==> src/rtl/cpu_thread_sched.sv <==
// Round-robin hardware thread scheduler: sequences save -> select -> load
// context switches on yield or time-slice expiry and owns thread_num.
module cpu_thread_sched #(
   parameter int N_THREADS     = 4,
   parameter int N_THREADS_MSB = $clog2(N_THREADS) - 1,
   parameter int QUANTUM       = 16,
   parameter int QUANTUM_MSB   = (QUANTUM < 2) ? 0 : $clog2(QUANTUM + 1) - 1
) (
   input  logic                   CLK,
   input  logic                   RESET_N,
   input  logic [N_THREADS-1:0]   thread_ready,
   input  logic                   switch_req,
   input  logic                   stall,
   output logic [N_THREADS_MSB:0] thread_num,
   output logic                   save_en,
   output logic                   load_en,
   output logic                   cpu_run,
   output logic [15:0]            switch_cnt
);

   localparam int TW = N_THREADS_MSB + 1;
   localparam int QW = QUANTUM_MSB + 1;
   localparam logic [QW-1:0] Q_LAST = QW'((QUANTUM == 0) ? 0 : QUANTUM - 1);
   localparam logic [N_THREADS-1:0] ONE_T = N_THREADS'(1);
   localparam logic [TW-1:0] LAST_IDX = TW'(N_THREADS - 1);

   typedef enum logic [1:0] {
      IDLE = 2'd0,
      LOAD = 2'd1,
      RUN  = 2'd2,
      SAVE = 2'd3
   } state_t;

   state_t          state_q, state_d;
   logic [TW-1:0]   thread_num_q, thread_num_d;
   logic [TW-1:0]   last_q, last_d;
   logic [QW-1:0]   cnt_q, cnt_d;
   logic [15:0]     switch_cnt_q, switch_cnt_d;
   logic            save_en_q, save_en_d;
   logic            load_en_q, load_en_d;
   logic            cpu_run_q, cpu_run_d;
   logic [N_THREADS-1:0] others;
   logic            q_expire;

   // Rotate so base+1 sits at bit 0; base itself lands last in the scan.
   function automatic logic [TW-1:0] sel(input logic [TW-1:0] base,
                                         input logic [N_THREADS-1:0] mask);
      logic [2*N_THREADS-1:0] rot;
      logic [TW-1:0]          r;
      logic                   hit;
      int                     idx;
      rot = {mask, mask} >> (int'(base) + 1);
      r   = base;
      hit = 1'b0;
      for (int i = 0; i < N_THREADS; i++) begin
         if (!hit && rot[0]) begin
            idx = int'(base) + 1 + i;
            if (idx >= N_THREADS) idx = idx - N_THREADS;
            r   = TW'(idx);
            hit = 1'b1;
         end
         rot = rot >> 1;
      end
      return r;
   endfunction

   always_ff @(posedge CLK or negedge RESET_N) begin
      if (!RESET_N) begin
         state_q      <= IDLE;
         thread_num_q <= '0;
         last_q       <= LAST_IDX;
         cnt_q        <= '0;
         switch_cnt_q <= '0;
         save_en_q    <= 1'b0;
         load_en_q    <= 1'b0;
         cpu_run_q    <= 1'b0;
      end else begin
         state_q      <= state_d;
         thread_num_q <= thread_num_d;
         last_q       <= last_d;
         cnt_q        <= cnt_d;
         switch_cnt_q <= switch_cnt_d;
         save_en_q    <= save_en_d;
         load_en_q    <= load_en_d;
         cpu_run_q    <= cpu_run_d;
      end
   end

   assign others   = thread_ready & ~(ONE_T << thread_num_q);
   assign q_expire = (QUANTUM != 0) && (cnt_q == Q_LAST) && !stall
                     && (|others);

   always_comb begin
      state_d      = state_q;
      thread_num_d = thread_num_q;
      last_d       = last_q;
      cnt_d        = cnt_q;
      switch_cnt_d = switch_cnt_q;
      unique case (state_q)
         IDLE: begin
            if (|thread_ready) begin
               thread_num_d = sel(last_q, thread_ready);
               state_d      = LOAD;
            end
         end
         LOAD: begin
            state_d      = RUN;
            cnt_d        = '0;
            switch_cnt_d = switch_cnt_q + 16'd1;
         end
         RUN: begin
            if (switch_req || q_expire) begin
               state_d = SAVE;
            end else if (cnt_q != Q_LAST) begin
               cnt_d = cnt_q + QW'(1);
            end
         end
         SAVE: begin
            last_d = thread_num_q;
            if (|thread_ready) begin
               thread_num_d = sel(thread_num_q, thread_ready);
               state_d      = LOAD;
            end else begin
               state_d = IDLE;
            end
         end
         default: state_d = IDLE;
      endcase
   end

   // Strobes are registered decodes of the next state.
   always_comb begin
      save_en_d = (state_d == SAVE);
      load_en_d = (state_d == LOAD);
      cpu_run_d = (state_d == RUN);
   end

   assign thread_num = thread_num_q;
   assign save_en    = save_en_q;
   assign load_en    = load_en_q;
   assign cpu_run    = cpu_run_q;
   assign switch_cnt = switch_cnt_q;

endmodule

==> config.mk <==
export PLATFORM = sky130hd
export DESIGN_NAME = cpu_thread_sched
export DESIGN_NICKNAME = d
export VERILOG_FILES = /design/src/rtl/cpu_thread_sched.sv
export SDC_FILE = /design/constraint.sdc
export NUM_CORES = 1
export LEC_CHECK = 0
export ABC_AREA = 1
export ABC_CLOCK_PERIOD_IN_PS = 2300
export BUFFER_PORTS_ARGS = -buffer_cell sky130_fd_sc_hd__buf_2
export CORE_UTILIZATION = 35
export DETAILED_ROUTE_END_ITERATION = 6
export PLACE_DENSITY = 0.62
export SLEW_MARGIN = 5
export SYNTH_ARGS = -nofsm -noshare
export SYNTH_HDL_FRONTEND = slang
export SYNTH_SLANG_ARGS = --single-unit
==> constraint.sdc <==
create_clock -name CLK -period 2.3 [get_ports CLK]
set_input_delay 0.46 -clock CLK [delete_from_list [all_inputs] [get_ports CLK]]
set_output_delay 0.46 -clock CLK [all_outputs]
set_load 0.1 [all_outputs]
==> summary.md, run 1 <==
| Metric | Value |
|---|---|
| Fin. Hold Viols | `0` |
| Placed wire-length estimate | `2630 um` |
| Worst rel slew slack | `56.5%` |
| Starting density of the core | `between 30% and 40%` |
| Hold_buf cts | `0` |
| Final min period | `1.79 ns` |
| Die X-Extent | `74.2 um` |
| Largest delay share family, worst path | `flip-flops` |
| WL per Instance | `10.7 um` |
| Core Area | `between 4000 and 5000 um2` |
| Leakage power | `1.13 nW` |
| Worst-margin pin slew | `approximately 0.65 ns` |
| Clock Latency Late Sink | `0.28 ns` |
| Detailed Route WL | `between 3000 and 4000 um` |
| Synthesized instance count | `228` |
| Maximum fanout along the worst path | `10` |
| Share of cells above drive strength 1 | `20.2%` |
| Sequential area share after synthesis | `between 40% and 50%` |
| Synthesized flop and latch total | `30` |
| Fin. max-slew vios | `0` |
| Post-CTS setup buffers | `0` |
| Worst slack, placed | `~0.53 ns` |
| Root Buffer | `clkbuf_8` |
| Multi-input gate area | `between 900 and 1000 um2` |
| Top_reg_cell synth | `dfrtp_1` |
| Startpoint Class | `flip-flop` |
| Yosys Warn Count | `0` |
| First-pass GRT wire length | `between 5000 and 6000 um` |
| Routed Antenna Nets | `0` |
| CP max-delay cell | `dfrtp_1` |
| Final setup margin | `0.512 ns` |
| Grt ovf | `0` |
| CTS sink cnt | `30` |
| Largest net degree at the start of global routing | `31` |
| Crit path buf inv count | `1` |
| FMAX | `about 560 MHz` |
| Period utilization | `77.7%` |
| Drt first pass iters | `4` |
| Worst Setup End Kind | `output port` |
| Die Y | `74.2 um` |
| Clock skew | `0.00851 ns` |
| Maximum Capacitance Violations | `0` |
| Port buffer count | `28` |
| CTS Buf Count | `5` |
| Clock Pin Slew Worst Setup and Hold Paths | `~0.060 ns` |
| Layout fillers | `about 520` |
| Post-synthesis area per instance | `8.01 um2` |
| Drt drc | `0` |
| Routed vias | `~1.5k` |
| Initial antenna violation count | `0` |
| Arrival time worst endpoint | `around 1.3 ns` |
| CP required | `~1.8 ns` |
| Row Count | `25` |
| Area grow syn2layout | `16.7%` |
| CTS H-tree depth | `2` |
| Post-CTS sizing | `0` |
| Io pins | `29` |
| Setup TNS | `0 ns` |
| Post-DR vias/cell | `around 4.6` |
| Outcome | `finished, final reports clean` |
| Inst Count DP | `roughly 320` |
| Worst path cell trace | `buf_2` |
| Max incr delay on CP | `between 0.5 and 0.6 ns` |
| Fin util | `43.6%` |
| HP Class | `in2async` |
| Routability cong. | `0.834` |
| Mapped Nets | `about 250` |
| Asr flop ratio synth | `100%` |
| Diodes inserted | `0` |
| Syn Std Cell Area | `roughly 1800 um2` |
| Vias in the first global route | `~1.4k` |
| Nets | `280` |
| Kind of critical path | `reg2out` |
| # setup viols final | `0` |
| RSZ-0062 raised after global routing | `no` |
| EDFF count, synth | `0` |
| Peak supply drop | `0.000831 V` |
| GRT Total Usage | `14.1%` |
| Final std cells w/o fill | `329` |
| TritonCTS clock tree | `done` |
| Sequential cell area | `approximately 750 um2` |
| Total power | `about 3.1 mW` |
| Initial drt markers | `69` |
| Total power per unit cell area | `1470 nW/um2` |
| Die area | `about 5500 um2` |
| Yosys cell types | `29` |
| CTS max path bufs | `2` |
[layout make-up]
class | count | area share (%)
Clock buffer | 7 | 4.05
Sequential cell | 30 | 35.4
Multi-Input combinational cell | 164 | 44.2
Clock inverter | 1 | 0.235
Tap cell | 67 | 3.94
Timing Repair Buffer | 28 | 6.58
Inverter | 32 | 5.64
[state kept, by name, summed over array words and instances, names as in the netlist]
name	count
cpu_run	1
cnt_q	5
state_q	2
thread_num	2
save_en	1
switch_cnt	16
last_q	2
load_en	1
[where the power goes]
group,switching [mW],total (mW),internal [mW]
clock network,0.187,0.428,0.241
logic,1.40,1.84,0.445
registers,0.166,0.855,0.689
[final timing paths]
path,start,end,slack [ns],cells past startpoint
worst max-delay path,thread_num[1]$_DFFE_PN0P_,thread_num[1],0.51,1
worst min-delay path,RESET_N,cnt_q[0]$_DFFE_PN0P_,0.20,1
worst max register to register,state_q[1]$_DFF_PN0_,switch_cnt[13]$_DFFE_PN0N_,0.52,9
worst min register to register,switch_cnt[14]$_DFFE_PN0N_,switch_cnt[14]$_DFFE_PN0N_,0.49,1
max in group asynchronous,RESET_N,thread_num[0]$_DFFE_PN0P_,1.66,1
min in group CLK,switch_cnt[14]$_DFFE_PN0N_,switch_cnt[14]$_DFFE_PN0N_,0.49,1
[cell families after synthesis]
| logic type | share of synthesized area (%) |
|---|---|
| AND/OR/NAND/NOR | 29.5 |
| multiplexers | 0.548 |
| buffers and inverters | 7.20 |
| XOR/XNOR | 7.20 |
| adder cells (fa/ha/maj) | 7.54 |
| AO/OA/AOI/OAI | 6.79 |
| flip-flops | 41.3 |
[layer usage]
metal  track usage [%]  share of wire (%)
met2              21.8                 46
met5                 0                  0
met1              18.9                 49
met3              3.79                3.8
met4              5.45                1.5
[synth_stat cells, types with 4 or more instances]
master	instances	area share, %
inv_1	24	4.9
xor2_1	12	5.8
dfrtp_1	28	38
o21ai_0	7	1.9
inv_2	7	1.4
nor2_1	15	3.1
nand2_1	57	12
ha_1	11	7.5
nand3_1	26	7.1
a21oi_1	7	1.9
o21ai_1	4	1.1
[layout by cell type (no fill, tap or decap), drive strengths merged]
master	count
o21bai	1
nor2	18
or3	1
buf	28
clkbuf	7
xor2	12
inv	31
xnor2	3
nor3b	2
nand3	27
dfstp	2
mux2i	1
nor3	4
dfrtp	28
ha	11
o22ai	3
nand2	59
a21oi	7
clkinv	2
nand4	3
a21boi	1
o21ai	11
[metrics by stage]
| stage | area, um2 | hold WS [ns] |
|---|---|---|
| 3_3_place_gp | 2040 | 0.481 |
| 6_report | 2130 | 0.204 |
| 3_5_place_dp | 2040 | 0.481 |
| 4_1_cts | 2130 | 0.228 |
| 5_1_grt | 2130 | 0.268 |
| 2_1_floorplan | 1830 | 0.164 |
(Power assumes the default switching activity.)
==> run 2: changes to the inputs <==
ABC_AREA = 0   (was 1)
ABC_CLOCK_PERIOD_IN_PS = 1500   (was 2300)
PLACE_DENSITY = 0.64   (was 0.62)
clock period = 1.5 ns   (was 2.3 ns; I/O delays follow)
==> summary.md, run 2 <==
| Metric | Value |
|---|---|
| Post-DR vias/cell | `approximately 5` |
| Outcome | `finished, violations left` |
| CP max-delay cell | `dfrtp_1` |
| Asr flop ratio synth | `100%` |
| Maximum fanout along the worst path | `4` |
| RSZ-0062 raised after global routing | `yes` |
| Worst rel slew slack | `between 60% and 70%` |
| Fin. Hold Viols | `0` |
| Peak supply drop | `around 0.0015 V` |
| Placed wire-length estimate | `between 2000 and 3000 um` |
| TritonCTS clock tree | `done` |
| Row Count | `24` |
| Largest delay share family, worst path | `compound AO/OA/AOI/OAI gates` |
| Area contributors post-synth | `dfrtp_1, ha_1, xnor2_1` |
| Most frequent cell after synthesis | `dfrtp_1` |
| Routed Antenna Nets | `0` |
| Largest net degree at the start of global routing | `20` |
| CTS sink cnt | `30` |
| Diodes inserted | `0` |
| CTS H-tree depth | `2` |
| Drt drc | `8` |
| Port buffer count | `28` |
| Fin. max-slew vios | `0` |
| Syn Std Cell Area | `roughly 1700 um2` |
| Root Buffer | `clkbuf_8` |
| Crit path buf inv count | `0` |
| Startpoint Class | `flip-flop` |
| Synthesized instance count | `approximately 170` |
| Initial antenna violation count | `0` |
| Arrival time worst endpoint | `around 1.9 ns` |
| GRT Total Usage | `around 16%` |
| CTS max path bufs | `2` |
| Die Y | `around 71 um` |
| Most common library cells after synthesis | `dfrtp_1, nand2_1, o21ai_0` |
| Worst min-delay path startpoint | `switch_req` |
| Grt ovf | `0` |
| Top_reg_cell synth | `dfrtp_1` |
| Hold Path Stages | `4` |
| Routed vias | `approximately 1.4k` |
| Final setup margin | `-0.147 ns` |
| FF-to-FF Start | `cnt_q[0]$_DFFE_PN0P_` |
| CTS Buf Count | `5` |
| Most frequent cells in the layout | `buf_4, buf_2, nand2_1, dfrtp_1, xnor2_1` |
| Leakage power | `between 1 and 1.5 nW` |
| Reg2reg end | `cpu_run$_DFF_PN0_` |
| Drt first pass iters | `7` |
| Core Area | `approximately 4500 um2` |
| Reg2reg setup slack | `-0.15 ns` |
| WL per Instance | `~14 um` |
| FMAX | `607 MHz` |
| Failing checks | `DRC, setup timing` |
| Yosys Warn Count | `0` |
| Sequential area share after synthesis | `between 40% and 50%` |
| First-pass GRT wire length | `between 6000 and 7000 um` |
| Maximum Capacitance Violations | `0` |
| # setup viols final | `12` |
| Share of cells above drive strength 1 | `53.8%` |
| Hold path endpoint | `cnt_q[2]$_DFFE_PN0P_` |
| CP required | `about 1.7 ns` |
| Vias in the first global route | `~1.4k` |
| Worst path cell trace | `ha_2 -> and3_4 -> ha_4 -> a311o_1 -> a21oi_2 -> and2_1` |
| Post-synthesis area per instance | `~10 um2` |
| Clock skew | `about 0.0064 ns` |
| Fin util | `a little under three fifths` |
| Worst R2R Path Depth | `6` |
| Area share of the largest cell type after synthesis | `between 40% and 50%` |
| Worst-margin pin slew | `0.490 ns` |
| Area grow syn2layout | `52.1%` |
| Mapped Nets | `~190` |
| Final min period | `between 1.5 and 2 ns` |
| Clock Latency Late Sink | `0.28 ns` |
| Total power per unit cell area | `approximately 2200 nW/um2` |
| Synthesized flop and latch total | `30` |
| Max incr delay on CP | `slightly below 0.4 ns` |
| Period utilization | `110%` |
| EDFF count, synth | `0` |
| Commonest non-fill, non-tap cell in the layout | `buf_4` |
| Max reg flops | `16` |
| Nets | `~250` |
| Clock Pin Slew Worst Setup and Hold Paths | `0.07 ns` |
| Routability cong. | `0.830` |
| Io pins | `29` |
| Die X-Extent | `a little over 70 um` |
| Starting density of the core | `roughly 37%` |
| Detailed Route WL | `slightly below 4000 um` |
| Yosys cell types | `38` |
| Initial drt markers | `61` |
| Total power | `between 5 and 6 mW` |
| Die area | `roughly 5000 um2` |
| Worst Setup End Kind | `flip-flop` |
| HP Class | `in2reg` |
| Kind of critical path | `reg2reg` |
| Area leader, netlist | `dfrtp_1` |
run 2: cell count changes after synthesis, sizes merged, moves of 7 or more:
| cell | delta |
|---|---|
| nand2b | +7 |
| nand2 | -42 |
| inv | -22 |
| nand3 | -21 |
| nor2 | -10 |
| xnor2 | +7 |
run 2: final cells by class:
| cell class | count | area, um2 |
|---|---|---|
| repair buffers | 67 | 520 |
| flip-flops and latches | 30 | 793 |
| inverters | 9 | 41.3 |
| multi-input cells | 122 | 1040 |
| well taps | 52 | 65.1 |
| fillers | 376 | 1930 |
| clock inverters | 2 | 10.0 |
| clock buffers | 6 | 72.6 |
run 2: layer usage:
metal,global-route usage [%],routed length [um],up-vias
met5,0,0,-
met4,7.33,70,0
met3,3.56,130,6
met2,26.9,1940,42
met1,19.5,1800,679
li1,-,-,714
run 2: cells by family after synthesis:
logic type      Yosys count  share of synthesized area (%)
compound gates           35                           13.1
xor+xnor                 17                           8.91
fa+ha+maj                11                           8.23
buf+inv                  15                           3.37
flops                    30                           45.1
mux                       3                           2.02
simple gates             56                           19.3
run 2: how the worst max path moves through the flow:
| stage | endpoint | depth (start not counted) | start |
|---|---|---|---|
| after global routing | cpu_run$_DFF_PN0_ | 7 | thread_num[1]$_DFFE_PN0P_ |
| after detailed placement | cnt_q[3]$_DFFE_PN0P_ | 7 | cnt_q[0]$_DFFE_PN0P_ |
| final | cpu_run$_DFF_PN0_ | 6 | cnt_q[0]$_DFFE_PN0P_ |
| after global placement | cpu_run$_DFF_PN0_ | 6 | cnt_q[0]$_DFFE_PN0P_ |
| after floorplan | cpu_run$_DFF_PN0_ | 7 | thread_num[1]$_DFFE_PN0P_ |
| after CTS | cpu_run$_DFF_PN0_ | 6 | cnt_q[1]$_DFFE_PN0P_ |
run 2: timing repair:
item                       4_1_cts  5_1_grt
buffers inserted                 4        7
gates resized for setup          8       27
hold endpoints to repair        15        0
setup endpoints to repair       13       17
hold buffers                     1        0
pin swaps                        8        9
run 2: where the power goes:
group | leakage [nW] | total [mW] | internal [mW] | switching, mW
Sequential | 0.367 | 1.41 | 1.13 | 0.279
Combinational | 0.748 | 3.56 | 1.46 | 2.09
Clock | 0.0450 | 0.617 | 0.321 | 0.296
run 2: worst register-to-register path: stages, from the launching register on:
cell and delay [ns]:
dfrtp_1 0.39, ha_2 0.18, and3_4 0.19, ha_4 0.16, a311o_1 0.32, a21oi_2 0.20
and2_1 0.14
run 2: through the flow:
stage	setup slack (ns)	hold slack, ns	setup TNS (ns)	cells	area (um2)
after detailed placement	-0.222	0.280	-1.56	268	2220
after global routing	-0.253	0.420	-2.00	288	2540
after global placement	-0.161	0.273	-1.21	268	2220
final	-0.147	0.384	-1.07	288	2540
after CTS	-0.156	0.377	-0.787	281	2370
after floorplan	-0.211	0.00441	-1.72	167	1760
==> run 3: changes to the inputs <==
CORE_UTILIZATION = 37   (was 35)
PLACE_DENSITY = 0.67   (was 0.64)
==> summary.md, run 3 (synthesis gave the netlist of run 2 again) <==
| Metric | Value |
|---|---|
| Total power per unit cell area | `about 2200 nW/um2` |
| Fin. max-slew vios | `0` |
| Tightest hold margin | `0.0305 ns` |
| CP Launch Point | `cnt_q[1]$_DFFE_PN0P_` |
| Routed Antenna Nets | `0` |
| Final setup margin | `-0.162 ns` |
| Total power | `about 5.6 mW` |
| Multi-input gate area | `approximately 1100 um2` |
| Diodes inserted | `0` |
| Sequential cell area | `792 um2` |
| RSZ-0062 raised after global routing | `yes` |
| Outcome | `finished, violations left` |
| Die area | `about 4800 um2` |
| GRT Total Usage | `between 10% and 20%` |
| Die Y | `about 69 um` |
| CTS H-tree depth | `2` |
| Peak supply drop | `about 0.0027 V` |
| Internal power | `roughly 2.9 mW` |
| Max reg flops | `16` |
| Startpoint Class | `flip-flop` |
| Seq pwr share | `24.6%` |
| Clock group share of total power | `11.8%` |
| Worst slack, placed | `-0.221 ns` |
| Largest net degree at the start of global routing | `31` |
| Final min period | `roughly 1.7 ns` |
| CTS max path bufs | `2` |
| Layout fillers | `380` |
| Routed vias | `~1.4k` |
| Worst Setup End Kind | `flip-flop` |
| Most frequent cells in the layout | `buf_4, buf_2, nand2_1, dfrtp_1, xnor2_1` |
| Kind of critical path | `reg2reg` |
| Combinational power share | `about 64%` |
| Hold_buf cts | `0` |
| TritonCTS clock tree | `done` |
| Drt first pass iters | `7` |
| Commonest non-fill, non-tap cell in the layout | `buf_4` |
| Fin. Hold Viols | `0` |
| Leakage power | `around 1.1 nW` |
| Worst rel slew slack | `a little under 70%` |
| Net Sw Power | `2.72 mW` |
| CP required | `1.71 ns` |
| Initial drt markers | `between 40 and 50` |
| Final std cells w/o fill | `between 200 and 300` |
| Grt ovf | `0` |
| Switching Fraction | `~48%` |
| Placed wire-length estimate | `2520 um` |
| # setup viols final | `8` |
| Setup TNS | `-0.821 ns` |
| Inst Count DP | `between 200 and 300` |
| Io pins | `29` |
| FF-to-FF Start | `cnt_q[1]$_DFFE_PN0P_` |
| Starting density of the core | `about two fifths` |
| Period utilization | `111%` |
| Nets | `244` |
| Share of cells above drive strength 1 | `approximately 54%` |
| Post-DR vias/cell | `5.11` |
| Fin util | `57.6%` |
| First-pass GRT wire length | `around 6000 um` |
| Root Buffer | `clkbuf_8` |
| Area grow syn2layout | `50.1%` |
| Maximum fanout along the worst path | `4` |
| Clock skew | `slightly above 0.008 ns` |
| Clock Pin Slew Worst Setup and Hold Paths | `roughly 0.060 ns` |
| Post-route cell area | `between 2000 and 3000 um2` |
| Drt drc | `2` |
| HP Class | `in2async` |
| Worst R2R Path Depth | `6` |
| Row Count | `24` |
| Port buffer count | `28` |
| WL per Instance | `approximately 14 um` |
| Die X-Extent | `~69 um` |
| Clock Latency Late Sink | `0.27 ns` |
| FMAX | `602 MHz` |
| Initial antenna violation count | `0` |
| Failing checks | `DRC, setup timing` |
| Arrival time worst endpoint | `1.87 ns` |
| Maximum Capacitance Violations | `0` |
| Worst-margin pin slew | `0.491 ns` |
| Detailed Route WL | `between 3000 and 4000 um` |
| Core Area | `4350 um2` |
| Routability cong. | `~0.82` |
| Vias in the first global route | `1351` |
| Post-DP Area | `2160 um2` |
| CTS sink cnt | `30` |
| CTS Buf Count | `5` |
[run 3: what timing repair did]
item	4_1_cts	5_1_grt
pin swaps	10	11
buffers inserted	3	6
gates resized for setup	17	31
setup endpoints to repair	14	18
[run 3: worst max-delay path, stage by stage, from the launching register on]
cell	delay, ns
dfrtp_1	0.41
ha_2	0.19
and3_4	0.18
ha_4	0.16
a311o_1	0.32
a21oi_2	0.20
and2_1	0.14
[run 3: area by class of cell]
type                            instances  area share [%]
Multi-Input combinational cell        122            43.3
Sequential cell                        30            31.6
Timing Repair Buffer                   57            17.4
Clock buffer                            8            3.59
Tap cell                               52            2.59
Inverter                                9            1.55
[run 3: worst paths after layout]
check                      slack (ns)                          to
setup / recovery                -0.16           cpu_run$_DFF_PN0_
hold reg to reg                  0.47  switch_cnt[15]$_DFFE_PN0N_
hold / removal                   0.03   switch_cnt[7]$_DFFE_PN0N_
max in group asynchronous        1.15       last_q[1]$_DFFE_PN1N_
setup reg to reg                -0.16           cpu_run$_DFF_PN0_
min in group CLK                 0.44        cnt_q[0]$_DFFE_PN0P_
[run 3: power groups by stage]
stage | Clock (mW) | Sequential, mW | Combinational [mW]
after floorplan | 0 | 2.41 | 1.02
after global placement | 0 | 1.36 | 2.94
after detailed placement | 0 | 1.37 | 2.97
after CTS | 0.675 | 1.36 | 3.12
after global routing | 0.714 | 1.42 | 3.83
final | 0.661 | 1.38 | 3.58
[run 3: per-layer routing]
| layer | part of all wire [%] | global-route usage (%) |
|---|---|---|
| met1 | 45 | 21.0 |
| met2 | 52 | 26.1 |
| met3 | 1.9 | 3.78 |
| met4 | 0.82 | 6.58 |
| met5 | 0 | 0 |
